<file path="config.mk">
export PLATFORM = sky130hd
export DESIGN_NAME = motoro3_hall_decoder
export DESIGN_NICKNAME = d
export VERILOG_FILES = /design/src/rtl/motoro3_hall_decoder.sv
export SDC_FILE = /design/constraint.sdc
export NUM_CORES = 1
export LEC_CHECK = 0
export ABC_AREA = 0
export BUFFER_PORTS_ARGS = -buffer_cell sky130_fd_sc_hd__buf_2
export CELL_PAD_IN_SITES_DETAIL_PLACEMENT = 1
export CELL_PAD_IN_SITES_GLOBAL_PLACEMENT = 1
export CORE_MARGIN = 3
export CORE_UTILIZATION = 45
export CTS_CLUSTER_SIZE = 10
export DETAILED_ROUTE_END_ITERATION = 6
export PLACE_DENSITY = 0.78
export SYNTH_ARGS = -nofsm -noshare
export SYNTH_HDL_FRONTEND = slang
export SYNTH_SLANG_ARGS = --single-unit
export TNS_END_PERCENT = 1
</file>
<file path="constraint.sdc">
create_clock -name clk -period 3.9 [get_ports clk]
set_input_delay 0.78 -clock clk [delete_from_list [all_inputs] [get_ports clk]]
set_output_delay 0.78 -clock clk [all_outputs]
set_load 0.01 [all_outputs]
</file>
<file path="src/rtl/motoro3_hall_decoder.sv">
// Hall-sensor front end for the three-phase motor: synchronizes and filters the
// hall lines, decodes 6-step position/direction, and measures step/revolution periods.
module motoro3_hall_decoder #(
    parameter int FILT_CYC  = 8,
    parameter int STALL_CYC = 10000000
) (
    input  logic        clk,
    input  logic        rst,
    input  logic        hallA,
    input  logic        hallB,
    input  logic        hallC,
    output logic [3:0]  m3stepFb,
    output logic        m3stepValid,
    output logic        m3dirFb,
    output logic [24:0] m3periodFb,
    output logic        m3periodStb,
    output logic [24:0] m3revPeriodFb,
    output logic        m3revStb,
    output logic        m3stall,
    output logic        m3hallErr
);

    localparam logic [0:0]  ST_INIT   = 1'b0;
    localparam logic [0:0]  ST_TRACK  = 1'b1;
    localparam logic [7:0]  FILT_LIM  = 8'(FILT_CYC);
    localparam logic [24:0] STALL_LIM = 25'(STALL_CYC);
    localparam logic [24:0] REV_MAX   = {25{1'b1}};

    function automatic logic [3:0] code_step(input logic [2:0] c);
        case (c)
            3'b101:  return 4'd0;
            3'b100:  return 4'd1;
            3'b110:  return 4'd2;
            3'b010:  return 4'd3;
            3'b011:  return 4'd4;
            3'b001:  return 4'd5;
            default: return 4'd0;
        endcase
    endfunction

    function automatic logic code_legal(input logic [2:0] c);
        return (c != 3'b000) && (c != 3'b111);
    endfunction

    logic [2:0]  hall_m_q, hall_m_d, hall_s_q, hall_s_d;
    logic [2:0]  cand_q, cand_d, filt_q, filt_d, filt_prev_q, filt_prev_d;
    logic [7:0]  fcnt_q, fcnt_d;
    logic [0:0]  state_q, state_d;
    logic [24:0] step_cnt_q, step_cnt_d, rev_cnt_q, rev_cnt_d;
    logic        ref_q, ref_d, first_q, first_d;
    logic [3:0]  step_q, step_d;
    logic        valid_q, valid_d, dir_q, dir_d;
    logic [24:0] period_q, period_d, rev_q, rev_d;
    logic        per_stb_q, per_stb_d, rev_stb_q, rev_stb_d;
    logic        stall_q, stall_d, err_q, err_d;

    logic [3:0]  new_step_s;
    logic        new_legal_s, chg_s, fwd_s, bwd_s, ref_keep_s;
    logic [24:0] rev_inc_s;

    // Synchronizer and consecutive-sample filter.
    always_comb begin
        hall_m_d    = {hallA, hallB, hallC};
        hall_s_d    = hall_m_q;
        filt_prev_d = filt_q;
        if (hall_s_q != cand_q) begin
            cand_d = hall_s_q;
            fcnt_d = 8'd1;
        end else begin
            cand_d = cand_q;
            fcnt_d = (fcnt_q < FILT_LIM) ? fcnt_q + 8'd1 : fcnt_q;
        end
        filt_d = (fcnt_d == FILT_LIM) ? cand_d : filt_q;
    end

    // Position/direction decode, period measurement and error/stall detection.
    always_comb begin
        new_step_s  = code_step(filt_q);
        new_legal_s = code_legal(filt_q);
        chg_s       = (filt_q != filt_prev_q);
        fwd_s       = (step_q == 4'd5) ? (new_step_s == 4'd0) : (new_step_s == step_q + 4'd1);
        bwd_s       = (step_q == 4'd0) ? (new_step_s == 4'd5) : (new_step_s == step_q - 4'd1);
        rev_inc_s   = (rev_cnt_q == REV_MAX) ? rev_cnt_q : rev_cnt_q + 25'd1;
        ref_keep_s  = ref_q && !(!first_q && (fwd_s != dir_q));

        state_d    = state_q;
        step_cnt_d = (step_cnt_q >= STALL_LIM) ? step_cnt_q : step_cnt_q + 25'd1;
        rev_cnt_d  = rev_inc_s;
        ref_d      = ref_q;
        first_d    = first_q;
        step_d     = step_q;
        valid_d    = valid_q;
        dir_d      = dir_q;
        period_d   = period_q;
        rev_d      = rev_q;
        stall_d    = stall_q;
        per_stb_d  = 1'b0;
        rev_stb_d  = 1'b0;
        err_d      = 1'b0;

        case (state_q)
            ST_INIT: begin
                if (new_legal_s) begin
                    step_d     = new_step_s;
                    valid_d    = 1'b1;
                    step_cnt_d = 25'd0;
                    rev_cnt_d  = 25'd0;
                    first_d    = 1'b1;
                    ref_d      = 1'b0;
                    stall_d    = 1'b0;
                    state_d    = ST_TRACK;
                end else begin
                    state_d = ST_INIT;
                end
            end
            ST_TRACK: begin
                if (chg_s) begin
                    step_cnt_d = 25'd0;
                    stall_d    = 1'b0;
                    if (!new_legal_s) begin
                        err_d   = 1'b1;
                        valid_d = 1'b0;
                        ref_d   = 1'b0;
                        state_d = ST_INIT;
                    end else if (fwd_s || bwd_s) begin
                        step_d  = new_step_s;
                        dir_d   = fwd_s;
                        first_d = 1'b0;
                        if (!stall_q && !first_q) begin
                            period_d  = step_cnt_q + 25'd1;
                            per_stb_d = 1'b1;
                        end else begin
                            per_stb_d = 1'b0;
                        end
                        // Step 0 entry either publishes a revolution or arms the reference.
                        if (new_step_s == 4'd0) begin
                            rev_cnt_d = 25'd0;
                            ref_d     = 1'b1;
                            if (ref_keep_s) begin
                                rev_d     = rev_inc_s;
                                rev_stb_d = 1'b1;
                            end else begin
                                rev_stb_d = 1'b0;
                            end
                        end else begin
                            ref_d = ref_keep_s;
                        end
                    end else begin
                        err_d   = 1'b1;
                        step_d  = new_step_s;
                        ref_d   = 1'b0;
                        first_d = 1'b1;
                    end
                end else if (step_cnt_d == STALL_LIM) begin
                    stall_d = 1'b1;
                    ref_d   = 1'b0;
                end else begin
                    stall_d = stall_q;
                end
            end
            default: begin
                state_d = ST_INIT;
            end
        endcase
    end

    // State and output registers.
    always_ff @(posedge clk) begin
        if (rst) begin
            hall_m_q    <= 3'b000;
            hall_s_q    <= 3'b000;
            cand_q      <= 3'b000;
            fcnt_q      <= 8'd0;
            filt_q      <= 3'b000;
            filt_prev_q <= 3'b000;
            state_q     <= ST_INIT;
            step_cnt_q  <= 25'd0;
            rev_cnt_q   <= 25'd0;
            ref_q       <= 1'b0;
            first_q     <= 1'b0;
            step_q      <= 4'd0;
            valid_q     <= 1'b0;
            dir_q       <= 1'b0;
            period_q    <= 25'd0;
            rev_q       <= 25'd0;
            per_stb_q   <= 1'b0;
            rev_stb_q   <= 1'b0;
            stall_q     <= 1'b0;
            err_q       <= 1'b0;
        end else begin
            hall_m_q    <= hall_m_d;
            hall_s_q    <= hall_s_d;
            cand_q      <= cand_d;
            fcnt_q      <= fcnt_d;
            filt_q      <= filt_d;
            filt_prev_q <= filt_prev_d;
            state_q     <= state_d;
            step_cnt_q  <= step_cnt_d;
            rev_cnt_q   <= rev_cnt_d;
            ref_q       <= ref_d;
            first_q     <= first_d;
            step_q      <= step_d;
            valid_q     <= valid_d;
            dir_q       <= dir_d;
            period_q    <= period_d;
            rev_q       <= rev_d;
            per_stb_q   <= per_stb_d;
            rev_stb_q   <= rev_stb_d;
            stall_q     <= stall_d;
            err_q       <= err_d;
        end
    end

    assign m3stepFb      = step_q;
    assign m3stepValid   = valid_q;
    assign m3dirFb       = dir_q;
    assign m3periodFb    = period_q;
    assign m3periodStb   = per_stb_q;
    assign m3revPeriodFb = rev_q;
    assign m3revStb      = rev_stb_q;
    assign m3stall       = stall_q;
    assign m3hallErr     = err_q;

endmodule

</file>
# Word level (Yosys, flattened, before mapping)

Cells that the tools add are included.

Bits in registers: 136
Bits of input ports: 5
Output and inout port bits: 60
Word-level logic and storage cells: 117

Add/sub/neg operators: 5
Order comparisons: 2
Equal/unequal tests: 21
Muxes and demuxes: 44
Bitwise gates (word level): 5
Reductions and logical operators: 20

Operators with widths:

| operator                                                                              | count |
|---|---|
| 25-bit 2-to-1 mux                                                                     | 9 |
| 25-bit case mux with 2 select lines                                                   | 2 |
| 25-bit by 1-bit adder with 25-bit output, second input constant                       | 2 |
| 25-bit by 24-bit equality test with 1-bit output, second input constant               | 1 |
| 25-bit equality test, second input constant                                           | 1 |
| 25-bit by 24-bit greater-or-equal comparator with 1-bit output, second input constant | 1 |
| 1-bit 2-to-1 mux                                                                      | 21 |
| 8-bit 2-to-1 mux                                                                      | 2 |
| 3-bit case mux with 5 select lines                                                    | 1 |
| 1-bit case mux with 2 select lines                                                    | 5 |
| 8-bit by 1-bit adder with 8-bit output, second input constant                         | 1 |
| 4-bit by 3-bit equality test with 1-bit output, second input constant                 | 2 |
| 4-bit equality test                                                                   | 2 |
| 8-bit by 4-bit equality test with 1-bit output, second input constant                 | 1 |
| 4-bit logical NOT                                                                     | 2 |
| 8-bit by 4-bit less-than comparator with 1-bit output, second input constant          | 1 |
| 4-bit 2-to-1 mux                                                                      | 2 |
| 4-bit case mux with 2 select lines                                                    | 1 |
| 3-bit by 2-bit equality test with 1-bit output, second input constant                 | 2 |
| 3-bit equality test, second input constant                                            | 2 |
| 3-bit inequality test                                                                 | 2 |
| 3-bit AND reduction                                                                   | 2 |
| 6-bit AND reduction                                                                   | 1 |
| 6-bit OR reduction                                                                    | 1 |
| 19 further kinds                                                                      | 30 |

# Depth between registers and ports, before layout

Depth after elaboration: 13
Depth in mapped cells: 12
Mapped depth without buffers: 9

# Worst setup path after synthesis

No wires, ideal clock.

Kind: register -> register
Start point: register step_q[0], in the netlist m3stepFb[0]
End point: register rev_cnt_q[14]
Library setup time: 0.115 ns
Arrival time: 2.888 ns
Required time: 3.785 ns
Slack: 0.897 ns
Cell stages (with the launch flop): 11
Buffers on the path: 2
Clock period less this slack: 3.003 ns
Cell sequence: dfxtp_1 -> buf_2 -> inv_1 -> ha_1 -> or4b_2 -> o211a_1 -> o21ai_2 -> o21ai_2 -> o31ai_2 -> clkbuf_1 -> o21ba_2

Word-level cells in the longest chain between the ends: 8
Elaborated cells between the ends (all ways): 13
Classes of those cells: add/sub: 2; eq/ne: 3; mux: 6; reduce/logical: 2

RTL lines:

| what                                                                                                         | line   | text |
|---|---|---|
| start, declared                                                                                              | 51     | `logic [3:0] step_q, step_d;` |
| start signal, assigned                                                                                       | 202    | `step_q <= step_d;` |
| 4-bit by 1-bit adder with 4-bit output / 4-bit by 1-bit subtractor with 4-bit output (equally long branches) | 81, 82 |  |
| 4-bit equality test, on equally long branches                                                                | 81, 82 |  |
| 1-bit 2-to-1 mux, on equally long branches                                                                   | 81, 82 |  |
| 1-bit logical OR (*)                                                                                         | 125    | `end else if (fwd_s \|\| bwd_s) begin` |
| 25-bit 2-to-1 mux (*)                                                                                        | 125    |  |
| 25-bit 2-to-1 mux (*)                                                                                        | 120    | `if (!new_legal_s) begin` |
| 25-bit 2-to-1 mux (*)                                                                                        | 117    | `if (chg_s) begin` |
| 25-bit case mux with 2 select lines (*)                                                                      | 101    | `case (state_q)` |
| end signal, assigned                                                                                         | 199    | `rev_cnt_q <= rev_cnt_d;` |
| end, declared                                                                                                | 49     | `logic [24:0] step_cnt_q, step_cnt_d, rev_cnt_q, rev_cnt_d;` |

Mark *: on every way between the ends. The rest lies on a longest branch, timed or not.
A chain may end at the register's enable or synchronous reset.

# Worst setup path in the final report

Start point: register step_q[0], in the netlist m3stepFb[0]
End point: register rev_q[17], in the netlist m3revPeriodFb[17]

Word-level cells in the longest chain between the ends: 8
Elaborated cells between the ends (all ways): 14
Classes of those cells: add/sub: 2; eq/ne: 4; mux: 2; reduce/logical: 6

RTL lines:

| what                                     | line | text |
|---|---|---|
| 4-bit by 1-bit adder with 4-bit output   | 81   | `fwd_s = (step_q == 4'd5) ? (new_step_s == 4'd0) : (new_step_s == step_q + 4'd1);` |
| 4-bit equality test                      | 81   |  |
| 1-bit 2-to-1 mux                         | 81   |  |
| 1-bit inequality test                    | 84   | `ref_keep_s = ref_q && !(!first_q && (fwd_s != dir_q));` |
| 1-bit logical AND                        | 84   |  |
| 1-bit logical NOT                        | 84   |  |
| 1-bit logical AND                        | 84   |  |
| 6-bit AND reduction (no source line) (*) | --   |  |
| end signal, assigned                     | 206  | `rev_q <= rev_d;` |
| end, declared                            | 53   | `logic [24:0] period_q, period_d, rev_q, rev_d;` |

Marks and branches as above.

==> impl_metrics.json <==
{
  "ctsHoldBuffers": 0,
  "synthCells": 774,
  "drv_cap": 0,
  "place_congestion": 0.864,
  "setup_viol": 0,
  "path_cells": "inv_1, ha_1, nor3_1, mux2i_1, o31a_1, o2111a_1, or4_1, nor2_2, a211oi_1",
  "postPlaceCellArea_um2": 6970,
  "period_minus_slack_ps": 3460,
  "place_inst": 972,
  "worst_path_max_delay_cell": "or4_1",
  "power_density_nw_per_um2": 405,
  "cp.arrival_ps": 3720,
  "rsz0062_at_grt": "false",
  "dr.pass1.iters": 4,
  "muxShareOfSynthArea": 0.0155,
  "crit_type": "flip-flop to flip-flop",
  "slew_viol_final": 0,
  "cts_setup_buffers": 0,
  "ys_warn_count": 0,
  "ys.flop_type": "dfxtp_1",
  "grt_usage": 0.231,
  "clk_pin_slew_ps": 60,
  "hold_viol_final": 0,
  "grt_max_degree": 81,
  "fin_nets": 824,
  "switching_share": 0.210,
  "synth_nets": 787,
  "synth-adder-area-share": 0.0152,
  "fp.dieH_um": 127,
  "coreArea_um2": 14100,
  "switchingPower_uw": 641,
  "via_count": 5765,
  "yosysSeqAreaShare": 0.410,
  "antenna_found_initial": 0,
  "antenna_cells": 0,
  "area_growth_pct": 14.5,
  "clk_path_buf_depth": 2,
  "final_cells": 1003,
  "synth_edf_count": 0,
  "slew_headroom": 0.360,
  "numCtsBuffers": 17,
  "hold_path.class": "flip-flop to flip-flop",
  "tightest_slew_ps": 953,
  "cts_tree": "built",
  "synth.ff_latch_count": 135,
  "cp_max_fo": 18,
  "regArea_um2": 2700,
  "design_area_um2": 7560,
  "overflow": 0,
  "async_reset_ff_frac": 0,
  "cp.required_ps": 4160,
  "drive_above_1_share": 0.152,
  "synth_top_area_share": 0.410,
  "power.leakage_uw": 0.00273,
  "clockRootBuffer": "clkbuf_16",
  "first_iter_violations": 277,
  "die_x_um": 127,
  "wire_per_inst_um": 17.7,
  "synth_top_family_by_area": "simple AND/OR/NAND/NOR gates",
  "fin_worst_skew_ps": 8.84,
  "p_comb_frac": 0.023,
  "io_pins": 65,
  "grt_pass1_wl_mm": 30.8,
  "fillers": 1656,
  "sequentialPowerShare": 0.459,
  "ys_types": 73,
  "dp_hpwl_mm": 12.3,
  "remaining_drc_errors": 0,
  "wl_mm": 17.8,
  "synthTopCellsByArea": "dfxtp_1 (41%), xnor2_1 (6.5%), nor2_1 (5.7%), a211oi_1 (4.0%), nor3_1 (3.7%)",
  "endpoint_kind": "flip-flop",
  "cp-start-kind": "flip-flop",
  "intPower_uw": 2420,
  "fin_crit_sh": 0.888,
  "drtAntennaViolNets": 0,
  "synth-xor-area-share": 0.0969,
  "cp_slowest_stage_delay_ps": 840,
  "fin_tns_setup_ps": 0,
  "max_clock_freq_ghz": 0.289,
  "vias_per_cell": 5.75,
  "synthSimpleGateAreaFrac": 0.264,
  "netlist_area_um2": 6600,
  "synth_top_area_cell": "dfxtp_1",
  "htree_levels": 4,
  "dieArea_um2": 16200,
  "grt_pass1_vias": 6230,
  "start_util": 0.468,
  "irDropWorstVdd_v": 0.000261,
  "outcome": "complete, no violations",
  "synth_compound_area_frac": 0.150,
  "multi_input_area_um2": 3590,
  "syn_avg_cell_area_um2": 8.53,
  "post_cts_resized": 0,
  "rows": 43,
  "p_clk_frac": 0.518,
  "io_buffers": 63,
  "clkLatencyLatePin_ps": 420,
  "cts_sinks": 135
}
Yosys cell counts (all sizes together) (4+ instances only):
master / instances
a211oi: 35
a21oi: 40
and2: 8
and3: 11
buf: 20
clkbuf: 37
dfxtp: 135
ha: 8
inv: 13
mux2i: 8
nand2: 42
nand2b: 6
nand3: 25
nand4: 17
nor2: 101
nor2b: 32
nor3: 49
nor4: 15
o211a: 4
o211ai: 4
o21ai: 19
or3: 6
xnor2: 49
xor2: 24
final timing paths:
check / cells after the start / from / slack (ps) / end
hold / removal: 1 / hall_m_q[0] / 440 / hall_s_q[0]
hold reg to reg: 1 / hall_m_q[0] / 440 / hall_s_q[0]
setup / recovery: 9 / m3stepFb[0] / 440 / m3revPeriodFb[17]
setup reg to reg: 9 / m3stepFb[0] / 440 / m3revPeriodFb[17]
area by class of cell:
cell class,count,area share
Clock buffer,24,0.0651
Multi-Input combinational cell,569,0.475
Inverter,13,0.00646
Timing Repair Buffer,75,0.0536
Sequential cell,135,0.358
Clock inverter,7,0.0124
Tap cell,180,0.0298
power groups by stage:
stage	clock, µW	sequential (µW)	combinational [µW]
3_5_place_dp	0	1440	70.5
5_1_grt	1680	1410	79.3
4_1_cts	1610	1410	71.2
3_3_place_gp	0	1430	65.5
2_1_floorplan	0	1430	55.4
6_report	1580	1410	70.0
critical path, delay by kind of cell (launching register included):
family                   cells  cell delay [ps]
buffers and inverters        1              150
AO/OA/AOI/OAI                3              620
AND/OR/NAND/NOR              3             1460
flip-flops                   1              560
multiplexers                 1              110
adder cells (fa/ha/maj)      1              390
flip-flops by register name, indices dropped and copies added (netlist names):
register	flops
m3revPeriodFb	25
ref_q	1
m3dirFb	1
m3stall	1
filt_prev_q	3
m3periodFb	25
step_cnt_q	25
hall_m_q	3
m3stepValid	1
fcnt_q	8
filt_prev_d	3
first_q	1
cand_q	3
rev_cnt_q	25
hall_s_q	3
m3stepFb	3
m3hallErr	1
m3periodStb	1
state_q	1
m3revStb	1
per-layer routing:
metal / wire length (µm) / track usage / vias to the layer above
li1: - / - / 2816
met1: 7670 / 0.273 / 2824
met2: 9200 / 0.422 / 97
met3: 545 / 0.0385 / 28
met4: 344 / 0.0801 / 0
met5: 0 / 0 / -
cell families (layout without fill, tap and decap cells):
| logic type | Yosys count | count (layout) |
|---|---|---|
| and+or+nand+nor | 334 | 334 |
| AOI/OAI and AO/OA | 143 | 143 |
| DFF | 135 | 135 |
| xor gates and xnor gates | 73 | 73 |
| buffers and inverters | 70 | 119 |
| muxes | 10 | 10 |
| adders and majority gates | 8 | 8 |
| other | 1 | 1 |
metrics by stage:
step,hold WS (ps),total power (µW),util,setup WS (ps)
after floorplan,414,1480,-,897
after global placement,420,1500,0.495,698
after detailed placement,426,1510,0.495,498
after CTS,439,3080,0.536,427
after global routing,457,3170,0.536,165
final,436,3060,0.536,437
cells in the final DEF (no fill, tap or decap), types with 11 or more instances in the layout:
master	netlist	layout
dfxtp_1	135	135
nor2_1	100	100
buf_2	12	63
nor3_1	49	49
xnor2_1	49	49
nand2_1	41	41
a21oi_1	40	40
a211oi_1	35	35
nor2b_1	32	32
xor2_1	24	24
nand3_1	24	24
clkbuf_16	0	17
nand4_1	15	15
o21ai_0	15	15
inv_1	13	13
nor4_1	13	13
buf_4	2	12
and3_1	11	11
(Power assumes the default switching activity.)
